`src/rtl/sw_debounce_if.sv`:
```
// Switch conditioner bus: raw levels in, debounced levels and edge pulses out.
interface sw_debounce_if #(
  parameter int unsigned WIDTH = 2
);

  logic [WIDTH-1:0] sw_in;
  logic [WIDTH-1:0] sw_clean;
  logic [WIDTH-1:0] sw_rise;
  logic [WIDTH-1:0] sw_fall;
  logic             sw_changed;

  // Board/pin side: drives raw levels, consumes conditioned state.
  modport master (
    output sw_in,
    input  sw_clean,
    input  sw_rise,
    input  sw_fall,
    input  sw_changed
  );

  // Conditioner side.
  modport slave (
    input  sw_in,
    output sw_clean,
    output sw_rise,
    output sw_fall,
    output sw_changed
  );

endinterface

```
`src/rtl/sw_debounce.sv`:
```
// Per-bit switch synchroniser and bounce filter with registered edge pulses.
module sw_debounce #(
  parameter int unsigned WIDTH           = 2,
  parameter int unsigned DEBOUNCE_CYCLES = 1000000
) (
  input  logic              clk,
  input  logic              rst_n,
  sw_debounce_if.slave      bus
);

  localparam int unsigned CNT_W = $clog2(DEBOUNCE_CYCLES + 1);
  localparam logic [CNT_W-1:0] CNT_LAST = CNT_W'(DEBOUNCE_CYCLES - 1);

  logic [WIDTH-1:0]            s1_q;
  logic [WIDTH-1:0]            s2_q;
  logic [WIDTH-1:0]            clean_q, clean_d;
  logic [WIDTH-1:0]            rise_q,  rise_d;
  logic [WIDTH-1:0]            fall_q,  fall_d;
  logic                        changed_q, changed_d;
  logic [WIDTH-1:0][CNT_W-1:0] cnt_q,   cnt_d;

  // Two-flop synchroniser; only s2 is trusted downstream.
  always_ff @(posedge clk or negedge rst_n) begin
    if (!rst_n) begin
      s1_q <= '0;
      s2_q <= '0;
    end else begin
      s1_q <= bus.sw_in;
      s2_q <= s1_q;
    end
  end

  // Stability counter per bit: any agreement with the clean level restarts the window.
  always_comb begin
    clean_d = clean_q;
    rise_d  = '0;
    fall_d  = '0;
    cnt_d   = cnt_q;
    for (int i = 0; i < int'(WIDTH); i++) begin
      if (s2_q[i] == clean_q[i]) begin
        cnt_d[i] = '0;
      end else if (cnt_q[i] == CNT_LAST) begin
        clean_d[i] = s2_q[i];
        rise_d[i]  = s2_q[i];
        fall_d[i]  = ~s2_q[i];
        cnt_d[i]   = '0;
      end else begin
        cnt_d[i] = cnt_q[i] + CNT_W'(1);
      end
    end
    changed_d = |(rise_d | fall_d);
  end

  // Filter state and output registers.
  always_ff @(posedge clk or negedge rst_n) begin
    if (!rst_n) begin
      clean_q   <= '0;
      rise_q    <= '0;
      fall_q    <= '0;
      changed_q <= 1'b0;
      cnt_q     <= '0;
    end else begin
      clean_q   <= clean_d;
      rise_q    <= rise_d;
      fall_q    <= fall_d;
      changed_q <= changed_d;
      cnt_q     <= cnt_d;
    end
  end

  assign bus.sw_clean   = clean_q;
  assign bus.sw_rise    = rise_q;
  assign bus.sw_fall    = fall_q;
  assign bus.sw_changed = changed_q;

endmodule

```
`src/flat_wrapper.sv`:
```
// flat-port wrapper written by rule: the top's interface ports become plain ports
module sw_debounce_flat 
#(
  parameter int unsigned WIDTH           = 2,
  parameter int unsigned DEBOUNCE_CYCLES = 1000000
)
  (clk, rst_n, bus_sw_in, bus_sw_clean, bus_sw_rise, bus_sw_fall, bus_sw_changed);
  sw_debounce_if #(.WIDTH(WIDTH)) bus_i ();
  input  logic clk;
  input  logic rst_n;
  input wire logic [$bits(bus_i.sw_in)-1:0] bus_sw_in;
  output wire logic [$bits(bus_i.sw_clean)-1:0] bus_sw_clean;
  output wire logic [$bits(bus_i.sw_rise)-1:0] bus_sw_rise;
  output wire logic [$bits(bus_i.sw_fall)-1:0] bus_sw_fall;
  output wire logic [$bits(bus_i.sw_changed)-1:0] bus_sw_changed;
  assign bus_i.sw_in = bus_sw_in;
  assign bus_sw_clean = bus_i.sw_clean;
  assign bus_sw_rise = bus_i.sw_rise;
  assign bus_sw_fall = bus_i.sw_fall;
  assign bus_sw_changed = bus_i.sw_changed;
  sw_debounce #(.WIDTH(WIDTH), .DEBOUNCE_CYCLES(DEBOUNCE_CYCLES)) u_core (.clk(clk), .rst_n(rst_n), .bus(bus_i));
endmodule
```
`config.mk`:
```
export PLATFORM = sky130hd
export DESIGN_NAME = sw_debounce_flat
export DESIGN_NICKNAME = d
export VERILOG_FILES = /design/src/rtl/sw_debounce_if.sv /design/src/rtl/sw_debounce.sv /design/src/flat_wrapper.sv
export SDC_FILE = /design/constraint.sdc
export NUM_CORES = 1
export LEC_CHECK = 0
export ABC_AREA = 1
export BUFFER_PORTS_ARGS = -buffer_cell sky130_fd_sc_hd__buf_2
export CORE_ASPECT_RATIO = 0.8
export CORE_MARGIN = 10
export CORE_UTILIZATION = 55
export DETAILED_ROUTE_END_ITERATION = 7
export GPL_TIMING_DRIVEN = 0
export PLACE_DENSITY = 0.75
export SETUP_SLACK_MARGIN = 0.15
export SLEW_MARGIN = 5
export SYNTH_ARGS = -nofsm -noshare
export SYNTH_HDL_FRONTEND = slang
export SYNTH_SLANG_ARGS = --single-unit
```
`constraint.sdc`:
```
create_clock -name clk -period 1.3 [get_ports clk]
set_input_delay 0.13 -clock clk [delete_from_list [all_inputs] [get_ports clk]]
set_output_delay 0.13 -clock clk [all_outputs]
set_load 0.005 [all_outputs]
```
==> impl_metrics.toml, run 1 <==
[outcome]
outcome = "complete, but fails checks"
violations = "negative setup slack"

[sta]
finalClockSkew_ns = 0.0125
drv_slew = 0
fin_crit_sh_pct = 111
rsz0062_at_grt = "yes"
report.final.hold_viol_count = 0
fmax_mhz = 692
setup_violations = 31
relSlewSlack_pct = 23.5
fin_ws_ns = -0.144
finalCriticalPeriod_ns = 1.44
worstMarginPinSlew_ns = 1.15

[synth]
netlist_area_mm2 = 0.00263
syn_inst = 326
syn_avg_cell_area_um2 = 8.07
ys_top_cells_by_area = "dfrtp_1 (49%), nor2_1 (12%), nand2_1 (9.8%)"
ys_seq_area_share_pct = 48.5
synth_nets = 332
yosysTopAreaCellShare_pct = 48.5
yosys_register_bits = 51
yosysTopAreaCell = "dfrtp_1"
yosysUniqueCellTypes = 28
yosysWarnings = 0

[floorplan]
core_area_mm2 = 0.00460
start_util_pct = 57.2
rows = 22
fp.dieArea_mm2 = 0.00797
die_y_um = 81.9
ios = 11
fp.dieW_um = 97.3

[setup_path]
critPathRequiredTime_ns = 1.49
critPathKind = "reg2reg"
r2r_start = "u_core.cnt_q[0]$_DFF_PN0_"
startpoint = "u_core.cnt_q[0]$_DFF_PN0_"
worstPathMaxFanout = 7
worstSetupStartpointType = "flip-flop"
endpoint_kind = "flip-flop"
cp.arrival_ns = 1.64

[clocking]
path_clk_slew_ns = 0.09
cts_tree = "built"
clockRootBuffer = "clkbuf_8"
numCtsBuffers = 5
cts_sinks = 51
htreeDepth = 2
worstSkewPairLatency_ns = 0.31
cts_buffer_depth = 2

[grt]
grt_first_pass_wirelength_um = 9790
antenna_found_initial = 0
grt_max_degree = 52
grt_pass1_vias = 2100
grt_util_all_layers_pct = 14.7
grt.overflow.total = 0

[power_and_ir_drop]
fin_total_pwr_mw = 3.09
cellLeakagePower_nw = 1.51
vdd_drop_max_v = 0.000654
p_per_area_mw_per_mm2 = 915

[detailed_routing]
drt-total-wl_um = 6360
vias = 2272
drc_errors = 0
drtAntennaViolNets = 0
wl_per_cell_um = 14.7
initialDrtViolationCount = 248
viasPerCell = 5.25
dr.pass1.iters = 4

[layout]
layout_commonest_cell = "nor2_1"
diodes = 0
drive_gt1_share_pct = 32.7
layout_common_cells = "nor2_1 (67), nand2_1 (64), dfrtp_1 (42)"
nNetsFinal = 378
area_delta_synth_final_pct = 28.5

[worst_hold_path]
hold_path.class = "in2async"

[placement]
numPortBuffers = 10
gp_congestion = 0.846
dp_hpwl_um = 3640
pre_cts_slack_ns = -0.150

[job]
maxCapViolations = 0
[critical path: stages (launching register included)]
cell and delay (ns):
dfrtp_1 0.42, ha_4 0.17, nand3_4 0.10, nor2_2 0.12
nand2_2 0.08, nor2_4 0.15, nor2_4 0.10, inv_4 0.13
nor2_1 0.06
[synth_stat cells]
cell and n:
nand2_2 4, nand2_4 1, nand2_1 69, dfrtp_1 51, or2_1 1, inv_4 1, nand3b_1 1, nand4_1 3
xor2_1 15, o21ai_0 3, a21oi_4 1, o21bai_1 3, nor2_4 6, nor2_2 5, nand3_4 1, ha_1 2
xnor2_1 5, inv_2 4, nor2_8 1, nor3_1 4, inv_1 31, buf_2 1, nor2_1 87, nand3_1 18
nor3b_1 1, nand3_2 2, o21ai_1 4, nor3_2 1
[report_power, final]
| part | leakage [nW] | internal [mW] | switching [mW] |
|---|---|---|---|
| registers | 0.684 | 1.61 | 0.0242 |
| logic | 0.766 | 0.0614 | 0.104 |
| clock network | 0.0654 | 0.769 | 0.527 |
[layout make-up]
cell class              instances  area, um^2
flip-flops and latches         51        1290
plain buffers                   1        11.3
inverters                      36         148
clock buffers                   6        72.6
fillers                       317        1220
clock inverters                 2        60.1
repair buffers                 39         299
well taps                      60        75.1
multi-input cells             238        1430
[logic make-up after synthesis]
logic type	count (synthesis)	synth area share, %
and+or+nand+nor	205	35.7
xor gates and xnor gates	20	6.66
DFF	51	48.5
buffers and inverters	37	5.42
AOI/OAI and AO/OA	11	2.81
adders and majority gates	2	0.951
[registers in the layout (all words and copies together) (netlist names)]
register               cells
u_core.bus.sw_fall         2
u_core.cnt_q              40
u_core.s1_q                2
u_core.bus.sw_changed      1
u_core.bus.sw_clean        2
u_core.bus.sw_rise         2
u_core.s2_q                2
[path summary, 6_finish.rpt]
| check | to | slack [ns] | depth (start not counted) |
|---|---|---|---|
| worst max-delay path | u_core.cnt_q[6]$_DFF_PN0_ | -0.14 | 8 |
| worst min-delay path | u_core.cnt_q[39]$_DFF_PN0_ | 0.04 | 1 |
| worst max register to register | u_core.cnt_q[6]$_DFF_PN0_ | -0.14 | 8 |
| worst min register to register | u_core.s2_q[0]$_DFF_PN0_ | 0.36 | 0 |
| max in group asynchronous | u_core.cnt_q[28]$_DFF_PN0_ | 0.47 | 1 |
| min in group clk | u_core.s2_q[0]$_DFF_PN0_ | 0.36 | 0 |
[metrics by stage]
stage | instance area, um^2 | hold slack [ns] | util, % | setup TNS (ns) | cells
2_1_floorplan | 2660 | -0.166 | - | 0 | 326
3_3_place_gp | 2790 | 0.238 | 60.6 | -2.76 | 396
3_5_place_dp | 2790 | 0.239 | 60.6 | -3.12 | 396
4_1_cts | 3110 | 0.0841 | 67.7 | -1.28 | 418
5_1_grt | 3380 | 0.126 | 73.5 | -5.53 | 433
6_report | 3380 | 0.0444 | 73.5 | -2.72 | 433
[per-layer routing]
metal | wire [um] | GRT usage [%] | share of wire (%)
met5 | 0 | 0 | 0
met4 | 62 | 4.35 | 0.97
met3 | 379 | 3.78 | 6.0
met1 | 2850 | 19.8 | 45
met2 | 3070 | 23.1 | 48
[what timing repair did]
action | CTS | global route
setup buffers | 12 | 15
pin swaps | 20 | 33
hold endpoints to repair | 2 | 0
hold buffers | 2 | 0
setup endpoints to repair | 44 | 46
gates resized for setup | 23 | 51
Note: power is estimated with default switching activity, not from simulation.
==> run 2: changes to the inputs <==
--- a/config.mk
+++ b/config.mk
@@ -9,10 +9,9 @@
 export BUFFER_PORTS_ARGS = -buffer_cell sky130_fd_sc_hd__buf_2
 export CORE_ASPECT_RATIO = 0.8
 export CORE_MARGIN = 10
-export CORE_UTILIZATION = 55
+export CORE_UTILIZATION = 36
 export DETAILED_ROUTE_END_ITERATION = 7
 export GPL_TIMING_DRIVEN = 0
-export PLACE_DENSITY = 0.75
 export SETUP_SLACK_MARGIN = 0.15
 export SLEW_MARGIN = 5
 export SYNTH_ARGS = -nofsm -noshare
==> run 2 against run 1 <==
Compared with the run above:
- the run still ends with negative setup slack left
- sequential share of layout area is 0.073 points higher
- cell area decreased by 0.48%
- via count decreased by 7.3%
- clock skew shrank 0.0039 ns
- sequential power hardly changed
- hold slack lost 0.0093 ns
- first-iteration DRC count down 68%
- core utilization is 25 points lower
- critical path type unchanged
- largest power group unchanged
- highest routed layer unchanged
==> impl_metrics.toml, run 2 (synthesis gave the netlist of run 1 again) <==
[outcome]
outcome = "complete, but fails checks"
violations = "negative setup slack"

[layout]
nNetsFinal = 375
largest_reg_flops = 40
area_delta_synth_final_pct = 27.9
layout_commonest_cell = "nor2_1"
final_core_utilization_pct = 48.1
finish.instance_area_mm2 = 0.00336
layout_common_cells = "nor2_1 (74), nand2_1 (59), dfrtp_1 (45)"
fill_cells = 645
diodes = 0
largest-register = "u_core.cnt_q"
drive_gt1_share_pct = 31.9

[sta]
report.final.hold_viol_count = 0
relSlewSlack_pct = 23.1
fmax_mhz = 704
rsz0062_at_grt = "yes"
finalCriticalPeriod_ns = 1.42
worstMarginPinSlew_ns = 1.15
finalClockSkew_ns = 0.00853
setup_violations = 30
fin_ws_ns = -0.120
fin_crit_sh_pct = 109
drv_slew = 0
timing.setup.tns_ns = -2.65

[worst_hold_path]
hold_path.class = "in2async"

[floorplan]
start_util_pct = 37.6
fp.dieArea_mm2 = 0.0111
rows = 27
ios = 11
fp.dieW_um = 116
core_area_mm2 = 0.00699
die_y_um = 96.5

[clocking]
numCtsBuffers = 5
worstSkewPairLatency_ns = 0.31
cts_buffer_depth = 2
clockRootBuffer = "clkbuf_8"
htreeDepth = 2
path_clk_slew_ns = 0.10
cts_sinks = 51
cts_tree = "built"

[placement]
gp_congestion = 0.880
place_area_mm2 = 0.00282
numPortBuffers = 10
dp_hpwl_um = 3680

[detailed_routing]
drtAntennaViolNets = 0
wl_per_cell_um = 12.6
drt-total-wl_um = 5780
drc_errors = 0
dr.pass1.iters = 4
vias = 2107
initialDrtViolationCount = 79
viasPerCell = 4.61

[grt]
grt_util_all_layers_pct = 10.1
grt.overflow.total = 0
grt_max_degree = 52
antenna_found_initial = 0
grt_first_pass_wirelength_um = 9140
grt_pass1_vias = 2017

[setup_path]
worstSetupStartpointType = "flip-flop"
critPathRequiredTime_ns = 1.51
startpoint = "u_core.cnt_q[6]$_DFF_PN0_"
endpoint_kind = "flip-flop"
r2r_start = "u_core.cnt_q[6]$_DFF_PN0_"
worstPathMaxFanout = 7
critPathKind = "reg2reg"
cp.arrival_ns = 1.63

[job]
maxCapViolations = 0

[power_and_ir_drop]
fin_total_pwr_mw = 2.81
vdd_drop_max_v = 0.000575
cellLeakagePower_nw = 1.49
p_per_area_mw_per_mm2 = 835
## run 2: per-layer routing
| metal | GRT usage, % | wire length, um | vias to the layer above |
|---|---|---|---|
| met5 | 0 | 0 | - |
| met4 | 4.11 | 57 | 0 |
| met3 | 2.28 | 191 | 6 |
| met2 | 14.8 | 2590 | 31 |
| met1 | 14.1 | 2940 | 990 |
| li1 | - | - | 1080 |
## run 2: critical path: stages, from the launching register on
cell and delay, ns:
dfrtp_1 0.43, or2_1 0.24, nor2_1 0.09, nand2_1 0.10, nor2_4 0.20, nor2_4 0.10
inv_4 0.10, nor2_1 0.05
## run 2: final timing paths
kind | cells past startpoint | slack (ns) | endpoint
hold reg to reg | 0 | 0.36 | u_core.s2_q[0]$_DFF_PN0_
setup / recovery | 7 | -0.12 | u_core.cnt_q[5]$_DFF_PN0_
max in group asynchronous | 1 | 0.47 | u_core.bus.sw_clean[1]$_DFFE_PN0P_
min in group clk | 0 | 0.36 | u_core.s2_q[0]$_DFF_PN0_
hold / removal | 1 | 0.04 | u_core.cnt_q[28]$_DFF_PN0_
setup reg to reg | 7 | -0.12 | u_core.cnt_q[5]$_DFF_PN0_
## run 2: metrics by stage
step	setup slack [ns]	instances	hold slack, ns
after global routing	-0.220	457	0.138
after global placement	-0.215	423	0.240
final	-0.120	457	0.0351
after detailed placement	-0.233	423	0.240
after CTS	-0.134	440	0.0838
after floorplan	0.0230	326	-0.166
## run 2: area by class of cell
class                      instances  area, um^2  area share [%]
buffer                             1        7.51           0.223
clock buffer                       7        96.3            2.86
clock inverter                     1        7.51           0.223
inverter                          36         148            4.39
multi-input combinational        238        1430            42.6
sequential                        51        1280            38.2
tap                               87         109            3.24
timing repair buffer              36         280            8.33
## run 2: where the power goes
| group | total, mW | internal (mW) | leakage [nW] | switching, mW |
|---|---|---|---|---|
| combinational | 0.160 | 0.0617 | 0.751 | 0.0982 |
| sequential | 1.63 | 1.61 | 0.689 | 0.0249 |
| clock | 1.02 | 0.485 | 0.0505 | 0.534 |
## run 2: what timing repair did
action / 4_1_cts / 5_1_grt
endpoints found under the hold margin: 2 / 0
pin swaps: 21 / 33
buffers inserted: 7 / 17
hold buffers: 2 / 0
setup endpoints to repair: 47 / 46
gates resized for setup: 31 / 40
